## src/rtl/mips_pkg.sv

```systemverilog
// Shared fetch-stage definitions: reset defaults, FSM state encodings and
// small address helpers used by both the fetch unit and its next-PC mux.
package mips_pkg;

    localparam logic [31:0] DEFAULT_RESET_PC  = 32'h0000_0000;
    localparam int unsigned DEFAULT_MEM_WORDS = 1024;
    localparam logic [31:0] WORD_BYTES        = 32'd4;

    typedef enum logic [1:0] {
        FETCH_BOOT = 2'd0,
        FETCH_RUN  = 2'd1,
        FETCH_HOLD = 2'd2
    } fetch_state_t;

    // Force a byte address onto a word boundary.
    function automatic logic [31:0] align_word(input logic [31:0] byte_addr);
        return byte_addr & ~32'h0000_0003;
    endfunction

    // Byte address -> word index into a memory of 'words' entries (wraps).
    function automatic logic [31:0] word_index(input logic [31:0] byte_addr,
                                               input int unsigned words);
        return (byte_addr >> 2) % words;
    endfunction

endpackage

```

## src/rtl/instruction_fetch_unit_if.sv

```systemverilog
// Fetch-stage bus: memory address/data, decode handshake (stall/redirect)
// and the tagged instruction handed to decode.
interface instruction_fetch_unit_if;

    logic        stall;
    logic        redirect;
    logic [31:0] redirectTarget;
    logic [31:0] instructionAddress;
    logic [31:0] instructionCode;
    logic [31:0] ifInstr;
    logic [31:0] ifPc;
    logic [31:0] ifPcPlus4;
    logic        ifValid;
    logic        alignErr;

    // The fetch unit itself.
    modport master (
        input  stall, redirect, redirectTarget, instructionCode,
        output instructionAddress, ifInstr, ifPc, ifPcPlus4, ifValid, alignErr
    );

    // The surrounding pipeline: instruction memory plus decode.
    modport slave (
        output stall, redirect, redirectTarget, instructionCode,
        input  instructionAddress, ifInstr, ifPc, ifPcPlus4, ifValid, alignErr
    );

endinterface

```

## src/rtl/instruction_fetch_unit_next_pc.sv

```systemverilog
// Combinational fetch-address selection and next-PC arithmetic.
// Priority: reset, redirect, replay on stall, sequential pc.
module fetch_next_pc
    import mips_pkg::*;
#(
    parameter logic [31:0] RESET_PC  = DEFAULT_RESET_PC,
    parameter int unsigned MEM_WORDS = DEFAULT_MEM_WORDS
) (
    input  logic         reset_n,
    input  logic         redirect,
    input  logic         stall,
    input  logic [31:0]  redirect_target,
    input  fetch_state_t state,
    input  logic [31:0]  pc,
    input  logic [31:0]  fetch_pc,
    output logic [31:0]  fetched,
    output logic [31:0]  next_pc,
    output logic [31:0]  instruction_address,
    output logic [31:0]  fetch_pc_plus4,
    output logic         misaligned
);

    logic replay;

    // Pick the byte address fetched this cycle and the pc that follows it.
    always_comb begin
        // NOTE: every output of a combinational block gets a default first so no latch is inferred.
        fetched = pc;
        replay  = 1'b0;
        if (!reset_n) begin
            fetched = RESET_PC;
        end else if (redirect) begin
            fetched = align_word(redirect_target);
        end else if (state != FETCH_BOOT && stall) begin
            // Re-read the word decode is still holding; pc must not advance.
            fetched = fetch_pc;
            replay  = 1'b1;
        end
        next_pc = replay ? pc : fetched + WORD_BYTES;
    end

    assign instruction_address = word_index(fetched, MEM_WORDS);
    assign fetch_pc_plus4      = fetch_pc + WORD_BYTES;
    assign misaligned          = redirect && (redirect_target[1:0] != 2'b00);

endmodule

```

## src/rtl/instruction_fetch_unit.sv

```systemverilog
// Instruction fetch unit: owns the PC, addresses the sync-read instruction
// memory and tags the returned word with its PC and a valid bit for decode.
module instruction_fetch_unit
    import mips_pkg::*;
#(
    parameter logic [31:0] RESET_PC  = DEFAULT_RESET_PC,
    parameter int unsigned MEM_WORDS = DEFAULT_MEM_WORDS
) (
    input  logic                     clk,
    input  logic                     reset_n,
    instruction_fetch_unit_if.master bus
);

    logic [31:0]  pc;
    logic [31:0]  fetch_pc;
    fetch_state_t state;
    logic         align_err;

    logic [31:0]  fetched;
    logic [31:0]  next_pc;
    logic [31:0]  fetch_pc_plus4;
    logic [31:0]  instruction_address;
    logic         misaligned;

    fetch_next_pc #(
        .RESET_PC  (RESET_PC),
        .MEM_WORDS (MEM_WORDS)
    ) u_next_pc (
        .reset_n             (reset_n),
        .redirect            (bus.redirect),
        .stall               (bus.stall),
        .redirect_target     (bus.redirectTarget),
        .state               (state),
        .pc                  (pc),
        .fetch_pc            (fetch_pc),
        .fetched             (fetched),
        .next_pc             (next_pc),
        .instruction_address (instruction_address),
        .fetch_pc_plus4      (fetch_pc_plus4),
        .misaligned          (misaligned)
    );

    // PC, fetch-tag, FSM and sticky alignment-error registers.
    always_ff @(posedge clk) begin
        // NOTE: sequential state uses non-blocking assignments; reset is synchronous, so it lives inside the clocked branch.
        if (!reset_n) begin
            pc        <= RESET_PC;
            fetch_pc  <= RESET_PC;
            state     <= FETCH_BOOT;
            align_err <= 1'b0;
        end else begin
            fetch_pc <= fetched;
            pc       <= next_pc;
            if (misaligned) begin
                align_err <= 1'b1;
            end
            case (state)
                FETCH_BOOT: state <= FETCH_RUN;
                FETCH_RUN,
                FETCH_HOLD: state <= (!bus.redirect && bus.stall) ? FETCH_HOLD : FETCH_RUN;
                default:    state <= FETCH_BOOT;
            endcase
        end
    end

    assign bus.instructionAddress = instruction_address;
    assign bus.ifInstr            = bus.instructionCode;
    assign bus.ifPc               = fetch_pc;
    assign bus.ifPcPlus4          = fetch_pc_plus4;
    assign bus.ifValid            = (state != FETCH_BOOT);
    assign bus.alignErr           = align_err;

endmodule

```

## src/flat_wrapper.sv

```systemverilog
// flat-port wrapper written by rule: the top's interface ports become plain ports
module instruction_fetch_unit_flat import mips_pkg::*;
#(
    parameter logic [31:0] RESET_PC  = DEFAULT_RESET_PC,
    parameter int unsigned MEM_WORDS = DEFAULT_MEM_WORDS
)
  (clk, reset_n, bus_stall, bus_redirect, bus_redirectTarget, bus_instructionCode, bus_instructionAddress, bus_ifInstr, bus_ifPc, bus_ifPcPlus4, bus_ifValid, bus_alignErr);
  instruction_fetch_unit_if bus_i ();
  input  logic clk;
  input  logic reset_n;
  input wire logic [$bits(bus_i.stall)-1:0] bus_stall;
  input wire logic [$bits(bus_i.redirect)-1:0] bus_redirect;
  input wire logic [$bits(bus_i.redirectTarget)-1:0] bus_redirectTarget;
  input wire logic [$bits(bus_i.instructionCode)-1:0] bus_instructionCode;
  output wire logic [$bits(bus_i.instructionAddress)-1:0] bus_instructionAddress;
  output wire logic [$bits(bus_i.ifInstr)-1:0] bus_ifInstr;
  output wire logic [$bits(bus_i.ifPc)-1:0] bus_ifPc;
  output wire logic [$bits(bus_i.ifPcPlus4)-1:0] bus_ifPcPlus4;
  output wire logic [$bits(bus_i.ifValid)-1:0] bus_ifValid;
  output wire logic [$bits(bus_i.alignErr)-1:0] bus_alignErr;
  assign bus_i.stall = bus_stall;
  assign bus_i.redirect = bus_redirect;
  assign bus_i.redirectTarget = bus_redirectTarget;
  assign bus_i.instructionCode = bus_instructionCode;
  assign bus_instructionAddress = bus_i.instructionAddress;
  assign bus_ifInstr = bus_i.ifInstr;
  assign bus_ifPc = bus_i.ifPc;
  assign bus_ifPcPlus4 = bus_i.ifPcPlus4;
  assign bus_ifValid = bus_i.ifValid;
  assign bus_alignErr = bus_i.alignErr;
  instruction_fetch_unit #(.RESET_PC(RESET_PC), .MEM_WORDS(MEM_WORDS)) u_core (.clk(clk), .reset_n(reset_n), .bus(bus_i));
endmodule
```

## config.mk

```make
export PLATFORM = sky130hd
export DESIGN_NAME = instruction_fetch_unit_flat
export DESIGN_NICKNAME = d
export VERILOG_FILES = /design/src/rtl/mips_pkg.sv /design/src/rtl/instruction_fetch_unit_if.sv /design/src/rtl/instruction_fetch_unit_next_pc.sv /design/src/rtl/instruction_fetch_unit.sv /design/src/flat_wrapper.sv
export SDC_FILE = /design/constraint.sdc
export NUM_CORES = 1
export LEC_CHECK = 0
export ABC_AREA = 1
export CAP_MARGIN = 20
export CORE_MARGIN = 1.5
export CORE_UTILIZATION = 46
export DETAILED_ROUTE_END_ITERATION = 12
export PLACE_DENSITY = 0.93
export SETUP_SLACK_MARGIN = 0.02
export SYNTH_ARGS = -nofsm -noshare
export SYNTH_HDL_FRONTEND = slang
export SYNTH_HIERARCHICAL = 1
export SYNTH_SLANG_ARGS = --single-unit
```

## constraint.sdc

```tcl
create_clock -name clk -period 2.9 [get_ports clk]
set_clock_uncertainty 0.05 [all_clocks]
set_input_delay 0.435 -clock clk [delete_from_list [all_inputs] [get_ports clk]]
set_output_delay 0.435 -clock clk [all_outputs]
set_load 0.02 [all_outputs]
```

**Yosys cells after proc, flatten, opt, wreduce, memory -nomap -nowiden**

Cells that the tools add are included.

- $add $sub $neg: 2
- Equality and inequality tests: 2
- Multiplexer cells: 8
- Reduce and logical (&&, ||, !) cells: 8

Operators with widths:

| cell | number |
|---|---|
| $mux W32 | 3 |
| $add A32 B3 Y32 const B | 2 |
| $pmux W2 S2 | 1 |
| $reduce_bool A2 Y1 | 2 |
| $logic_and A1 B1 Y1 | 3 |
| $mux W1 | 3 |
| $eq A2 B1 Y1 const B | 1 |
| $eq A2 B2 Y1 const B | 1 |
| $logic_not A2 Y1 | 1 |
| $mux W2 | 1 |
| $reduce_or A2 Y1 | 1 |
| $logic_not A1 Y1 | 1 |

- Flip-flop bits (word level): 67
- Bits of input ports: 68
- Output and inout bits: 130
- Word-level logic and storage cells: 24

**Logic depth before layout (Yosys ltp)**

- Depth in word-level cells: 6
- Mapped depth: 20
- Depth with buffers taken out: 19

**Modules after synthesis**

Netlist, hierarchy kept.

Modules (own cells, without submodules):

| module | times used | cells an instance | area an instance (um^2) | seq. area each (um^2) |
|---|---|---|---|---|
| fetch_next_pc | 1 | 681 | 3,410.8 | 0.0 |
| instruction_fetch_unit | 1 | 249 | 2,208.4 | 1,341.3 |

**Worst setup path after synthesis**

No wires, ideal clock.

- Path type: reg2out
- Start point: reg u_core.fetch_pc[3], in the netlist u_core/bus.ifPc[3]
- End point: out bus_ifPcPlus4[26]
- Data arrival time: 2,106 ps
- Data required time: 2,415 ps
- Slack: 309 ps
- Cell stages (with the launch flop): 11
- Path buffers: 0
- Cell sequence: dfxtp_1 -> ha_1 -> nand3_2 -> nor3_4 -> nand2_2 -> nor2_4 -> nand2_2 -> nor3_4 -> nand2_2 -> nor3_2 -> xor2_1

- Cells in the longest elaborated chain, start to end: 1

RTL lines:

| item | RTL line | source |
|---|---|---|
| start, declared | instruction_fetch_unit.sv:15 | `logic [31:0] fetch_pc;` |
| start signal, assigned | instruction_fetch_unit.sv:52 | `fetch_pc <= fetched;` |
| $add A32 B3 Y32 | instruction_fetch_unit_next_pc.sv:43 | `assign fetch_pc_plus4 = fetch_pc + WORD_BYTES;` |
| end, declared | flat_wrapper.sv:18 | `output wire logic [$bits(bus_i.ifPcPlus4)-1:0] bus_ifPcPlus4;` |

Every way passes these cells.

**Worst setup path in the final report**

- Start point: in bus_redirect
- End point: out bus_instructionAddress[7]

- Cells in the longest elaborated chain, start to end: 2

RTL lines:

| item | RTL line | source |
|---|---|---|
| start, declared | flat_wrapper.sv:12 | `input wire logic [$bits(bus_i.redirect)-1:0] bus_redirect;` |
| $mux W32 | instruction_fetch_unit_next_pc.sv:32 | `end else if (redirect) begin` |
| $mux W32 | instruction_fetch_unit_next_pc.sv:30 | `if (!reset_n) begin` |
| end, declared | flat_wrapper.sv:15 | `output wire logic [$bits(bus_i.instructionAddress)-1:0] bus_instructionAddress;` |

Every way passes these cells.

==> metrics.yaml <==
timing:
  rsz0062_at_grt: "false"
  period_share: 0.973
  setup_ws_ns: 0.0775
  fmax_ghz: 0.354
  hold_violations: 0
  tns_ns: 0
  holdWs_ns: 0.396
  maxSlewViolCount: 0
  final-setup-viol-count: 0
  finalCriticalPeriod_ns: 2.82
synth:
  synth.most_common_cell: "nand2_1"
  syn_avg_cell_area_um2: 6.04
  yosysUniqueCellTypes: 35
  ys_seq_elements: 67
  synth_common_cells: "nand2_1 (291), inv_1 (156), nor2_1 (88), buf_4 (72), nand3_1 (68)"
  synth_edf_count: 0
  synth_seq_area_share: 0.239
  synthCells: 930
  synth_top_area_share: 0.239
  yosysTopAreaCell: "dfxtp_1"
  synthFlopType: "dfxtp_1"
  yosysWarnings: 6
  synthesis.area_um2: 5620
  synthTopCellsByArea: "dfxtp_1 (24%), nand2_1 (19%), inv_1 (10%)"
  ys_async_sr_fraction: 0
clock_network:
  clock_latency_ns: 0.33
  clk_pin_slew_ns: 0.05
  cts_made_buffers: 9
  cts_buffer_depth: 2
  cts_root_buffer: "clkbuf_16"
  htree_levels: 3
  postCtsHoldBufs: 0
  cts_num_sinks: 67
  cts_tree: "built"
final_layout:
  final_nets: 1098
  final_area_um2: 6980
  final_cell_count_no_fill: 1176
  utilization: 0.584
  diodes: 0
  syn_to_final_growth_pct: 24.2
  drive_above_1_share: 0.134
detailed_routing:
  avgViaCountPerCell: 5.09
  post-route-drc-count: 0
  wire_per_inst_um: 14.1
  drt-initial-drc-count: 480
  dr_total_vias: 5990
  drt-total-wl_um: 16500
  firstDrtPassIters: 6
  ant_nets: 0
grt:
  gr-total-overflow: 0
  grt_usage: 0.254
  grt_pass1_wl_um: 26000
  antenna_found_initial: 0
  grt_max_degree: 40
  grt_pass1_vias: 5635
critical_path:
  critPathRequiredTime_ns: 2.41
  cp_slowest_cell: "clkdlybuf4s50_1"
  end_kind: "output pin"
  slowest_delay_ns: 0.63
  crit_fanout: 15
  critPathArrivalTime_ns: 2.34
  worstPathCellList: "clkdlybuf4s50_1, nand2_1, clkinv_4, nand2_1, nand2_2, clkdlybuf4s50_1"
  worstSetupStartpointType: "primary input"
  critPathKind: "in2out"
place:
  gp_congestion: 1.01
  dp_slack_ns: -0.0341
  dp_hpwl_um: 12200
  dp_cells: 1159
  io_buffers: 111
  post_dp_cell_area_um2: 6640
floorplan:
  core_um2: 12000
  die_h_um: 114
  ios: 198
  start_util: 0.470
  fp-row-count: 40
  die_area_um2: 12900
  die_w_um: 114
run:
  drv_cap: 0
power_and_ir_drop:
  finalPower_mw: 2.80
  p_leak_nw: 3.63
  ir_worst_vdd_mv: 0.231
  power.density_nw_per_um2: 401
worst_hold_path:
  hold_class: "in2reg"
status:
  outcome: "complete, no violations"
## cell type report
class	count	area (µm²)
clock buffer	12	267
clock inverter	2	35.0
fill	1098	4980
inverter	165	627
multi-input combinational	626	3060
sequential	67	1340
tap	147	184
timing repair buffer	157	1460
## repair_timing
action,in CTS,in global routing
endpoints found under the setup margin,17,17
gates cloned,0,0
setup buffers,2,1
endpoints found under the hold margin,0,0
pin swaps,1,2
resized for setup,26,22
## cell usage in the layout, fill, tap and decap left out, drive strengths merged
| cell type | count |
|---|---|
| a21oi | 5 |
| clkinv | 2 |
| clkbuf | 15 |
| xor2 | 30 |
| o21bai | 6 |
| conb | 22 |
| xnor2 | 4 |
| dlygate4sd2 | 3 |
| a31oi | 5 |
| dfxtp | 67 |
| nand3 | 76 |
| nor4 | 1 |
| nor2 | 112 |
| or2 | 1 |
| clkdlybuf4s15 | 1 |
| a22oi | 1 |
| dlymetal6s2s | 6 |
| nor3b | 1 |
| nand4 | 8 |
| ha | 4 |
| bufinv | 1 |
| inv | 164 |
| o21ai | 28 |
| clkdlybuf4s50 | 93 |
| buf | 51 |
| nor3 | 9 |
| o22ai | 1 |
| nand2 | 312 |
## metal layers
layer	vias up	global-route usage	wire, µm
met4	0	0.133	512
met1	2731	0.313	6800
met3	52	0.0404	1380
met2	318	0.427	7840
met5	-	0	0
li1	2889	-	-
## state kept, by name, summed over array words and instances, names as in the netlist
name / flops
u_core/bus.ifPc: 32
u_core/bus.alignErr: 1
u_core/pc: 32
u_core/state: 2
## worst paths after layout
path,startpoint,to,slack (ns),cells past startpoint
worst max-delay path,bus_redirect,bus_instructionAddress[7],0.08,6
worst min-delay path,reset_n,u_core/pc[7]$_SDFF_PN0_,0.40,3
worst max register to register,u_core/state[0]$_SDFF_PN0_,u_core/pc[10]$_SDFF_PN0_,0.40,16
worst min register to register,u_core/bus.alignErr$_SDFFE_PN0P_,u_core/bus.alignErr$_SDFFE_PN0P_,0.43,2
## power breakdown
group | switching, mW | internal [mW]
sequential | 0.0350 | 0.967
clock | 0.383 | 0.724
combinational | 0.423 | 0.266
## critical path, delay by kind of cell
family / cells / cell delay [ns]
simple gates: 3 / 0.49
buf+inv: 3 / 1.42
## cell families (layout without fill, tap and decap cells)
logic type,after synthesis,count (layout),share of synthesized area
fa+ha+maj,4,4,0.00891
xor+xnor,34,34,0.0530
simple gates,520,520,0.419
compound gates,46,46,0.0454
buf+inv,258,336,0.235
flops,67,67,0.239
other cells,1,22,0.000667
No activity file was read; power rests on OpenSTA's default activity.
